[src/rtl/fdtd_field_probe.sv]
// Ez field probe: captures Ez at one cell index once per decimated time step,
// tags it with the step number and queues it in a first-word fall-through FIFO.
module fdtd_field_probe #(
  parameter int FDTD_DATA_WIDTH = 32,
  parameter int IDX_WIDTH       = 16,
  parameter int STEP_WIDTH      = 16,
  parameter int FIFO_AW         = 4
) (
  input  logic                       CLK,
  input  logic                       RST_N,
  input  logic                       clken,
  input  logic                       probe_en,
  input  logic                       step_start,
  input  logic                       fld_valid,
  input  logic [IDX_WIDTH-1:0]       fld_idx,
  input  logic [FDTD_DATA_WIDTH-1:0] fld_ez,
  input  logic [IDX_WIDTH-1:0]       probe_idx,
  input  logic [7:0]                 decim,
  input  logic                       clr_ovf,
  output logic                       rd_valid,
  input  logic                       rd_ready,
  output logic [FDTD_DATA_WIDTH-1:0] rd_ez,
  output logic [STEP_WIDTH-1:0]      rd_step,
  output logic [FIFO_AW:0]           fifo_level,
  output logic                       ovf
);

  localparam int DEPTH = 2 ** FIFO_AW;
  localparam int EW    = STEP_WIDTH + FDTD_DATA_WIDTH;

  logic [STEP_WIDTH-1:0]      step_cnt;
  logic [7:0]                 dcnt;
  logic                       armed;
  logic                       done;
  logic                       step_evt;
  logic                       armed_eff;
  logic                       done_eff;
  logic [STEP_WIDTH-1:0]      step_eff;
  logic                       match;

  logic                       st_valid;
  logic [STEP_WIDTH-1:0]      st_step;
  logic [FDTD_DATA_WIDTH-1:0] st_ez;

  logic [EW-1:0]              mem [DEPTH];
  logic [FIFO_AW-1:0]         wptr;
  logic [FIFO_AW-1:0]         rptr;
  logic [FIFO_AW:0]           level;
  logic [FIFO_AW-1:0]         head_sel;
  logic                       pop;
  logic                       push_ok;
  logic                       drop;

  // A sample arriving with step_start is judged against the new step's state.
  always_comb begin
    step_evt  = clken & probe_en & step_start;
    armed_eff = step_evt ? (dcnt == 8'd0) : armed;
    done_eff  = step_evt ? 1'b0 : done;
    step_eff  = step_evt ? (step_cnt + STEP_WIDTH'(1)) : step_cnt;
    match     = clken & probe_en & fld_valid & (fld_idx == probe_idx) & armed_eff & ~done_eff;
  end

  always_ff @(posedge CLK or negedge RST_N) begin
    if (!RST_N) begin
      step_cnt <= '0;
      dcnt     <= '0;
      armed    <= 1'b0;
      done     <= 1'b0;
    end else if (!probe_en) begin
      step_cnt <= '0;
      dcnt     <= '0;
      armed    <= 1'b0;
      done     <= 1'b0;
    end else if (clken) begin
      if (step_start) begin
        step_cnt <= step_eff;
        done     <= 1'b0;
        if (dcnt == 8'd0) begin
          armed <= 1'b1;
          dcnt  <= decim;
        end else begin
          armed <= 1'b0;
          dcnt  <= dcnt - 8'd1;
        end
      end
      if (match) done <= 1'b1;
    end
  end

  always_ff @(posedge CLK or negedge RST_N) begin
    if (!RST_N) begin
      st_valid <= 1'b0;
      st_step  <= '0;
      st_ez    <= '0;
    end else begin
      st_valid <= match;
      if (match) begin
        st_step <= step_eff;
        st_ez   <= fld_ez;
      end
    end
  end

  // level <= DEPTH always, so the MSB alone marks a full FIFO.
  always_comb begin
    pop      = (level != '0) & rd_ready;
    push_ok  = st_valid & (~level[FIFO_AW] | pop);
    drop     = st_valid & ~push_ok;
    head_sel = (level == '0) ? (rptr - FIFO_AW'(1)) : rptr;
  end

  always_ff @(posedge CLK or negedge RST_N) begin
    if (!RST_N) begin
      for (int i = 0; i < DEPTH; i++) mem[i] <= '0;
      wptr  <= '0;
      rptr  <= '0;
      level <= '0;
      ovf   <= 1'b0;
    end else begin
      if (push_ok) begin
        mem[wptr] <= {st_step, st_ez};
        wptr      <= wptr + FIFO_AW'(1);
      end
      if (pop) rptr <= rptr + FIFO_AW'(1);
      case ({push_ok, pop})
        2'b10:   level <= level + (FIFO_AW + 1)'(1);
        2'b01:   level <= level - (FIFO_AW + 1)'(1);
        default: level <= level;
      endcase
      if (drop)         ovf <= 1'b1;
      else if (clr_ovf) ovf <= 1'b0;
    end
  end

  // When empty the head selector points at the last popped slot, so the
  // read data holds its previous value.
  assign {rd_step, rd_ez} = mem[head_sel];
  assign rd_valid         = (level != '0);
  assign fifo_level       = level;

endmodule

[config.mk]
export PLATFORM = sky130hd
export DESIGN_NAME = fdtd_field_probe
export DESIGN_NICKNAME = d
export VERILOG_FILES = /design/src/rtl/fdtd_field_probe.sv
export SDC_FILE = /design/constraint.sdc
export NUM_CORES = 1
export LEC_CHECK = 0
export ABC_AREA = 0
export CAP_MARGIN = 20
export CORE_ASPECT_RATIO = 0.75
export CORE_MARGIN = 2
export CORE_UTILIZATION = 65
export CTS_BUF_LIST = sky130_fd_sc_hd__clkbuf_4 sky130_fd_sc_hd__clkbuf_8
export DETAILED_ROUTE_END_ITERATION = 8
export GPL_TIMING_DRIVEN = 0
export PLACE_DENSITY = 0.84
export SYNTH_ARGS = -nofsm -noshare
export SYNTH_HDL_FRONTEND = slang
export SYNTH_SLANG_ARGS = --single-unit
[constraint.sdc]
create_clock -name CLK -period 6 [get_ports CLK]
set_input_delay 0.6 -clock CLK [delete_from_list [all_inputs] [get_ports CLK]]
set_output_delay 0.6 -clock CLK [all_outputs]
set_load 0.05 [all_outputs]
After elaboration in Yosys (flattened, before gate mapping). Index checks and enable logic that the tools add are counted.

Register bits after elaboration: 857. Bits of input ports: 80.

Reductions and logical operators: 8. Equality and inequality tests: 6. Multiplexer cells: 28. $add $sub $neg: 7. Order comparisons: 3. Bitwise logic cells: 15.

Operators with widths (number): $bwmux 768 (1); $bmux 48 s4 (1); $demux 48 s4 (1); $mux 48 (3); $mux 16 (4); $mux 8 (4); $add 16x1->16 const B (1); $eq 16x16->1 (1); $mux 1 (12); $ge 5x5->1 const B (2); $not 4->5 (2); $pmux 5 s2 (1); $and 1x1->1 (9); $add 4x1->4 const B (2); $logic_not 8->1 (1); $sub 8x1->8 const B (1); $add 5x1->5 const B (1); $logic_not 5->1 (1); $lt 5x1->1 const B (1); $reduce_bool 5->1 (1); $sub 5x1->5 const B (1); $mux 4 (1); $reduce_and 2->1 (2); $reduce_bool 2->1 (2); other kinds (9) (11).

Logic depth before layout (Yosys ltp). Gate-level depths: netlist (run 1).

Depth in word-level cells: 8. Mapped depth: 17.

Worst setup path before layout (run 1). No wires, ideal clock.

Path type: flip-flop to output port. From: register rptr[0]. To: output port rd_ez[10]. Setup slack: 1.200 ns. Arrival: 4.200 ns. Stages on the path, launching flop included: 14. Data required time: 5.400 ns. Cells stage by stage: dfrtp_1 buf_4 buf_4 inv_1 clkbuf_1 clkbuf_1 ha_1 buf_2 buf_1 nand3_1 o2bb2ai_2 clkbuf_1 a22oi_1 a311oi_1.

Word-level cells in the longest chain between the ends: 6.

Ends and longest elaborated chain: from (decl) (RTL line 47) `logic [FIFO_AW-1:0] rptr;`; from (signal assigned) (RTL line 124) `if (pop) rptr <= rptr + FIFO_AW'(1);`; $sub 4x1->4 (RTL line 109) `head_sel = (level == '0) ? (rptr - FIFO_AW'(1)) : rptr;`; $mux 4 (*) (RTL line 109); $not 4->5 (not written as such) (*) (RTL line 137) `assign {rd_step, rd_ez} = mem[head_sel];`; $bmux 48 s4 (*) (RTL line 137); $mux 48 (not written as such) (*) (2 in series) (RTL line 137); to (decl) (RTL line 22) `output logic [FDTD_DATA_WIDTH-1:0] rd_ez,`.

Every way passes the cells marked *; elsewhere a longest branch is shown, timed or not. The select of a mux whose other input is x is not followed.

Final worst setup path (run 1).
From: register rptr[0]. To: output port rd_step[15].

Word-level cells in the longest chain between the ends: 6.

Ends and longest elaborated chain: $sub 4x1->4 (RTL line 109); $mux 4 (*) (RTL line 109); $not 4->5 (not written as such) (*) (RTL line 137); $bmux 48 s4 (*) (RTL line 137); $mux 48 (not written as such) (*) (2 in series) (RTL line 137); to (decl) (RTL line 23) `output logic [STEP_WIDTH-1:0] rd_step,`.

Marked as above.

==> results of run 1 <==
## layer usage
layer	GRT usage	wire length (um)	share of wire	up-vias
met2	0.568	60100	0.46	1792
met1	0.505	50500	0.39	16200
li1	-	-	-	12400
met3	0.126	14400	0.11	362
met4	0.170	5510	0.042	4
met5	0.00684	78	0.00060	-
## what timing repair did
action	in CTS	in global routing
pin swaps	4	1
gates resized for setup	135	38
setup endpoints to repair	48	44
cloned	0	0
setup buffers	5	0
hold buffers	1	0
endpoints found under the hold margin	105	0
## logic make-up (layout without fill, tap and decap cells)
logic type,after synthesis,in the layout,synth area share
other,0,3,0
muxes,1208,1208,0.377
adders and majority gates,13,13,0.00365
xor gates and xnor gates,45,45,0.00883
DFF,857,857,0.481
buffers and inverters,321,708,0.0333
and+or+nand+nor,204,204,0.0255
AOI/OAI and AO/OA,394,394,0.0712
## worst paths after layout
check / endpoint / startpoint / cells past startpoint
max: rd_step[15] / rptr[0]$_DFFE_PN0P_ / 12
min: ovf$_DFFE_PN0P_ / clr_ovf / 2
max reg2reg: fifo_level[4]$_DFFE_PN0P_ / fifo_level[1]$_DFFE_PN0P_ / 17
min reg2reg: mem[492]$_DFFE_PN0P_ / mem[492]$_DFFE_PN0P_ / 1
max in group asynchronous: mem[189]$_DFFE_PN0P_ / RST_N / 7
min in group asynchronous: mem[152]$_DFFE_PN0P_ / RST_N / 2
## cells in the final DEF, fill, tap and decap left out, drive strengths merged, types with 4 or more instances in the layout
master / n
mux2: 917
nor2: 18
dlygate4sd2: 11
nand2b: 4
nand4: 14
clkbuf: 396
nor3: 6
mux4: 286
clkdlybuf4s15: 22
and3: 51
xnor2: 36
xor2: 9
a22o: 42
a211oi: 59
nand3: 26
a21boi: 6
a21oi: 19
a311oi: 42
clkdlybuf4s50: 90
nor2b: 5
a2bb2oi: 4
a221o: 52
inv: 17
and2: 21
buf: 148
clkinv: 10
nand2: 44
nor4: 6
ha: 13
clkinvlp: 10
o21ai: 54
mux2i: 5
o22ai: 51
a22oi: 44
dfrtp: 857
## cell type report
type | instances | area share
inverters | 16 | 0.00127
clock inverters | 24 | 0.00447
diodes | 3 | 0.000149
multi-input cells | 1864 | 0.432
plain buffers | 304 | 0.0290
well taps | 892 | 0.0221
repair buffers | 162 | 0.0358
clock buffers | 202 | 0.0503
flip-flops and latches | 857 | 0.425
## critical path: stages (launching register included)
cell             delay, ps
dfrtp_1                380
buf_4                  210
buf_4                  250
clkinvlp_4             140
clkbuf_1               410
ha_1                   340
o211a_1                240
a2bb2oi_2              360
buf_2                  450
clkbuf_2               440
o22ai_1                130
a211oi_1               320
clkdlybuf4s50_1        890
## registers in the layout, indices dropped and copies added (netlist names)
signal      count
step_cnt       16
st_ez          32
done            1
dcnt            8
st_step        16
armed           1
st_valid        1
ovf             1
wptr            4
mem           768
fifo_level      5
rptr            4
## per-stage QoR
| step | setup slack [ps] | utilization | TNS [ps] | std cells |
|---|---|---|---|---|
| 2_1_floorplan | 1200 | - | 0 | 3042 |
| 4_1_cts | 14.5 | 0.737 | 0 | 4315 |
| 5_1_grt | 4.70 | 0.739 | 0 | 4321 |
| 6_report | 9.02 | 0.739 | 0 | 4324 |
| 3_5_place_dp | -1350 | 0.695 | -47010 | 4084 |
| 3_3_place_gp | -31380 | 0.690 | - | 4068 |
## where the power goes
group	switching (mW)	internal, mW
clock	2.35	2.82
sequential	0.0523	5.82
combinational	5.52	2.47
total	7.93	11.1
==> results.sh, run 1 <==
export IMPL_initial_utilization=0.654
export IMPL_cts_buffers=134
export IMPL_power_mw=19.0
export IMPL_ys_types=71
export IMPL_yosysMostFrequentCell="mux2_2"
export IMPL_grt_overflow_total=0
export IMPL_period_share=0.998
export IMPL_synth_top_cell_by_area="dfrtp_1"
export IMPL_fin_skew_ps=44.1
export IMPL_netlist_area_um2=44600
export IMPL_place_area_um2=47400
export IMPL_status="completed"
export IMPL_slew_headroom=0.200
export IMPL_avgSynthCellArea_um2=14.7
export IMPL_multi_input_area_um2=21800
export IMPL_io_pins=135
export IMPL_clock_latency_ps=820
export IMPL_design_die_area_um2=70800
export IMPL_vdd_drop_max_v=0.000310
export IMPL_wl_per_cell_um=30.2
export IMPL_root_buffer="clkbuf_8"
export IMPL_ys_ff_latch=857
export IMPL_grt_pass1_vias=32200
export IMPL_ys_warn_count=0
export IMPL_cts_buffer_depth=3
export IMPL_synth_top_cell_area_share=0.481
export IMPL_rows=83
export IMPL_fmax_mhz=167
export IMPL_antenna_left=0
export IMPL_fin_crit_ps=5990
export IMPL_ys_flop_type="dfrtp_1"
export IMPL_finalWirelength_um=131000
export IMPL_drv_slew=0
export IMPL_antenna_found_initial=2
export IMPL_cap_violations=0
export IMPL_crit_type="reg2out"
export IMPL_fill_cells=4146
export IMPL_critical_path_max_fanout=10
export IMPL_grt_util_all_layers=0.378
export IMPL_tightest_slew_ps=1200
export IMPL_synth_seq_area_share=0.481
export IMPL_cts_tree="done"
export IMPL_die_w_um=307
export IMPL_grt_max_degree=131
export IMPL_synthArstFlopShare=1.00
export IMPL_syn_inst=3042
export IMPL_drtPass1Iterations=6
export IMPL_clkTransAtPathRegs_ps=70
export IMPL_clock_sinks=857
export IMPL_rsz0062_at_grt="false"
export IMPL_nNetsFinal=3432
export IMPL_synthTopCellsByArea="dfrtp_1 48%, mux2_2 22%, mux4_2 14%"
export IMPL_rrSetupSlack_ps=1960
export IMPL_vias=30800
export IMPL_drt_iter0_markers=3590
export IMPL_setup_viol=0
export IMPL_min_path_type="in2reg"
export IMPL_hpwlAfterDp_um=90200
export IMPL_end_kind="output pin"
export IMPL_dieHeight_um=231
export IMPL_syn_to_final_growth_pct=13.0
export IMPL_htreeDepth=4
export IMPL_worstPathRequired_ps=5400
export IMPL_worstSetupStartpointType="flip-flop"
export IMPL_grt_pass1_wl_um=199000
export IMPL_drive_above_1_share=0.479
export IMPL_whs_ps=366
export IMPL_finalHoldViolCount=0
export IMPL_cp_data_arrival_time_ps=5390
export IMPL_via_per_inst=7.13
export IMPL_drc=0
export IMPL_synth_nets=3135
export IMPL_p_per_area_nw_per_um2=377
export IMPL_gp_congestion=0.904
export IMPL_power_leakage_nw=23.8
export IMPL_core_area_um2=68200
export IMPL_synth_common_cells="883 x mux2_2, 857 x dfrtp_1, 286 x mux4_2"
export IMPL_synth_edff_count=0
export IMPL_portBuffers=134
export IMPL_seqCellArea_um2=21400
export IMPL_fin_area_um2=50400
Note: power is estimated with default switching activity, not from simulation.
==> run 2: changes to the inputs <==
- SETUP_SLACK_MARGIN: not set -> 0.02
==> run 2 against run 1 <==
Cell area is essentially flat. Sequential cell count unchanged. Global-route usage hardly changed. First-iteration DRC count increased by 1.3%. Sequential share of layout area is essentially flat. Final cell count hardly changed. Fmax is essentially flat. Largest cell class unchanged. Largest power group unchanged.
==> results.sh, run 2 (same netlist as run 1, synthesis figures left out) <==
export IMPL_finalWirelength_um=131000
export IMPL_cap_violations=0
export IMPL_critPathMaxStageDelay_ps=890
export IMPL_worstPathRequired_ps=5400
export IMPL_worstSetupStartpointType="flip-flop"
export IMPL_cts_tree="done"
export IMPL_final_cell_mix="883 x mux2_2, 857 x dfrtp_1, 286 x mux4_2"
export IMPL_root_buffer="clkbuf_8"
export IMPL_grt_pass1_wl_um=199000
export IMPL_drive_above_1_share=0.480
export IMPL_clkTransAtPathRegs_ps=70
export IMPL_end_kind="output pin"
export IMPL_slowest_stage="clkdlybuf4s50_1"
export IMPL_setup_tns_ps=0
export IMPL_clock_sinks=857
export IMPL_cp_data_arrival_time_ps=5390
export IMPL_cts_buffers=134
export IMPL_crit_top_cell="buf_4"
export IMPL_power_mw=19.1
export IMPL_tightest_slew_ps=1180
export IMPL_setup_worst_path_start="rptr[0]$_DFFE_PN0P_"
export IMPL_fin_skew_ps=40.8
export IMPL_nNetsFinal=3432
export IMPL_vdd_drop_max_v=0.000310
export IMPL_final_common_cell="mux2_2"
export IMPL_antenna_found_initial=2
export IMPL_period_share=0.998
export IMPL_htreeDepth=4
export IMPL_grt_max_degree=131
export IMPL_grt_pass1_vias=32200
export IMPL_p_per_area_nw_per_um2=378
export IMPL_fmax_mhz=167
export IMPL_core_area_um2=68200
export IMPL_grt_util_all_layers=0.378
export IMPL_gp_congestion=0.904
export IMPL_worstReg2RegStart="fifo_level[1]$_DFFE_PN0P_"
export IMPL_syn_to_final_growth_pct=13.0
export IMPL_grt_overflow_total=0
export IMPL_reg_largest_list="mem: 768 flops, st_ez: 32 flops"
export IMPL_clock_latency_ps=830
export IMPL_crit_type="reg2out"
export IMPL_die_w_um=307
export IMPL_antenna_left=0
export IMPL_portBuffers=134
export IMPL_wl_per_cell_um=30.3
export IMPL_drc=0
export IMPL_initial_utilization=0.654
export IMPL_design_die_area_um2=70800
export IMPL_rsz0062_at_grt="true"
export IMPL_fin_crit_ps=5990
export IMPL_drt_iter0_markers=3638
export IMPL_fill_cells=4140
export IMPL_finalHoldViolCount=0
export IMPL_io_pins=135
export IMPL_power_leakage_nw=23.8
export IMPL_vias=30900
export IMPL_largest_reg_flops=768
export IMPL_via_per_inst=7.15
export IMPL_cts_buffer_depth=3
export IMPL_worstPathCellList="buf_4 > buf_4 > clkinvlp_4 > clkbuf_1 > ha_1 > o211a_1 > a2bb2oi_2 > buf_2 > clkbuf_2 > o22ai_1 > a211oi_1 > clkdlybuf4s50_1"
export IMPL_status="completed"
export IMPL_hp_start="clr_ovf"
export IMPL_drtPass1Iterations=6
export IMPL_critical_path_max_fanout=10
export IMPL_min_path_type="in2reg"
export IMPL_regMostFlops="mem"
export IMPL_hpwlAfterDp_um=90200
export IMPL_drv_slew=0
export IMPL_setup_viol=0
export IMPL_slew_headroom=0.212
export IMPL_dieHeight_um=231
export IMPL_rows=83
==> run 2: path summary, 6_finish.rpt <==
path | to | slack, ps | cells past startpoint
setup / recovery | rd_step[15] | 10 | 12
hold / removal | ovf$_DFFE_PN0P_ | 360 | 2
setup reg to reg | fifo_level[4]$_DFFE_PN0P_ | 1940 | 17
hold reg to reg | mem[492]$_DFFE_PN0P_ | 510 | 1
max in group asynchronous | mem[189]$_DFFE_PN0P_ | 2630 | 7
min in group asynchronous | st_ez[10]$_DFFE_PN0N_ | 440 | 2
==> run 2: timing repair <==
action / 4_1_cts / 5_1_grt
hold buffers: 1 / 0
resized for setup: 137 / 45
endpoints found under the hold margin: 105 / 0
setup endpoints to repair: 48 / 45
pin swaps: 4 / 1
buffers inserted: 5 / 0
==> run 2: per-stage QoR <==
step	setup slack [ps]	instance area [um2]	utilization	hold WS, ps	std cells
floorplan	1200	44600	-	304	3042
global placement	-31380	47100	0.690	487	4068
detailed placement	-1350	47400	0.695	494	4084
CTS	14.5	50300	0.737	321	4315
global route	19.4	50400	0.739	366	4321
finish	14.9	50400	0.739	364	4323
==> run 2: power by group <==
| group | internal [mW] | total [mW] | switching (mW) |
|---|---|---|---|
| registers | 5.82 | 5.87 | 0.0511 |
| logic | 2.48 | 8.03 | 5.55 |
| clock network | 2.82 | 5.17 | 2.35 |
| total | 11.1 | 19.1 | 7.95 |
==> run 2: area by class of cell <==
cell class | count | area (um2) | share of cell area
antenna | 2 | 5.00 | 0.0000992
sequential | 857 | 21400 | 0.425
clock inverter | 24 | 225 | 0.00446
buffer | 304 | 1460 | 0.0290
inverter | 16 | 63.8 | 0.00127
tap | 892 | 1120 | 0.0221
clock buffer | 202 | 2540 | 0.0503
multi-input combinational | 1864 | 21800 | 0.432
timing repair buffer | 162 | 1800 | 0.0358
==> run 2: metal layers <==
layer | vias up | wire, um | track usage
met5 | - | 80 | 0.00684
met3 | 369 | 14700 | 0.126
li1 | 12400 | - | -
met1 | 16300 | 50600 | 0.505
met2 | 1846 | 60000 | 0.568
met4 | 4 | 5390 | 0.170
==> run 2: critical path, delay by kind of cell (launching register included) <==
kind            cells  cell delay, ps
buf+inv             7            2810
flops               1             380
fa+ha+maj           1             340
compound gates      4            1020
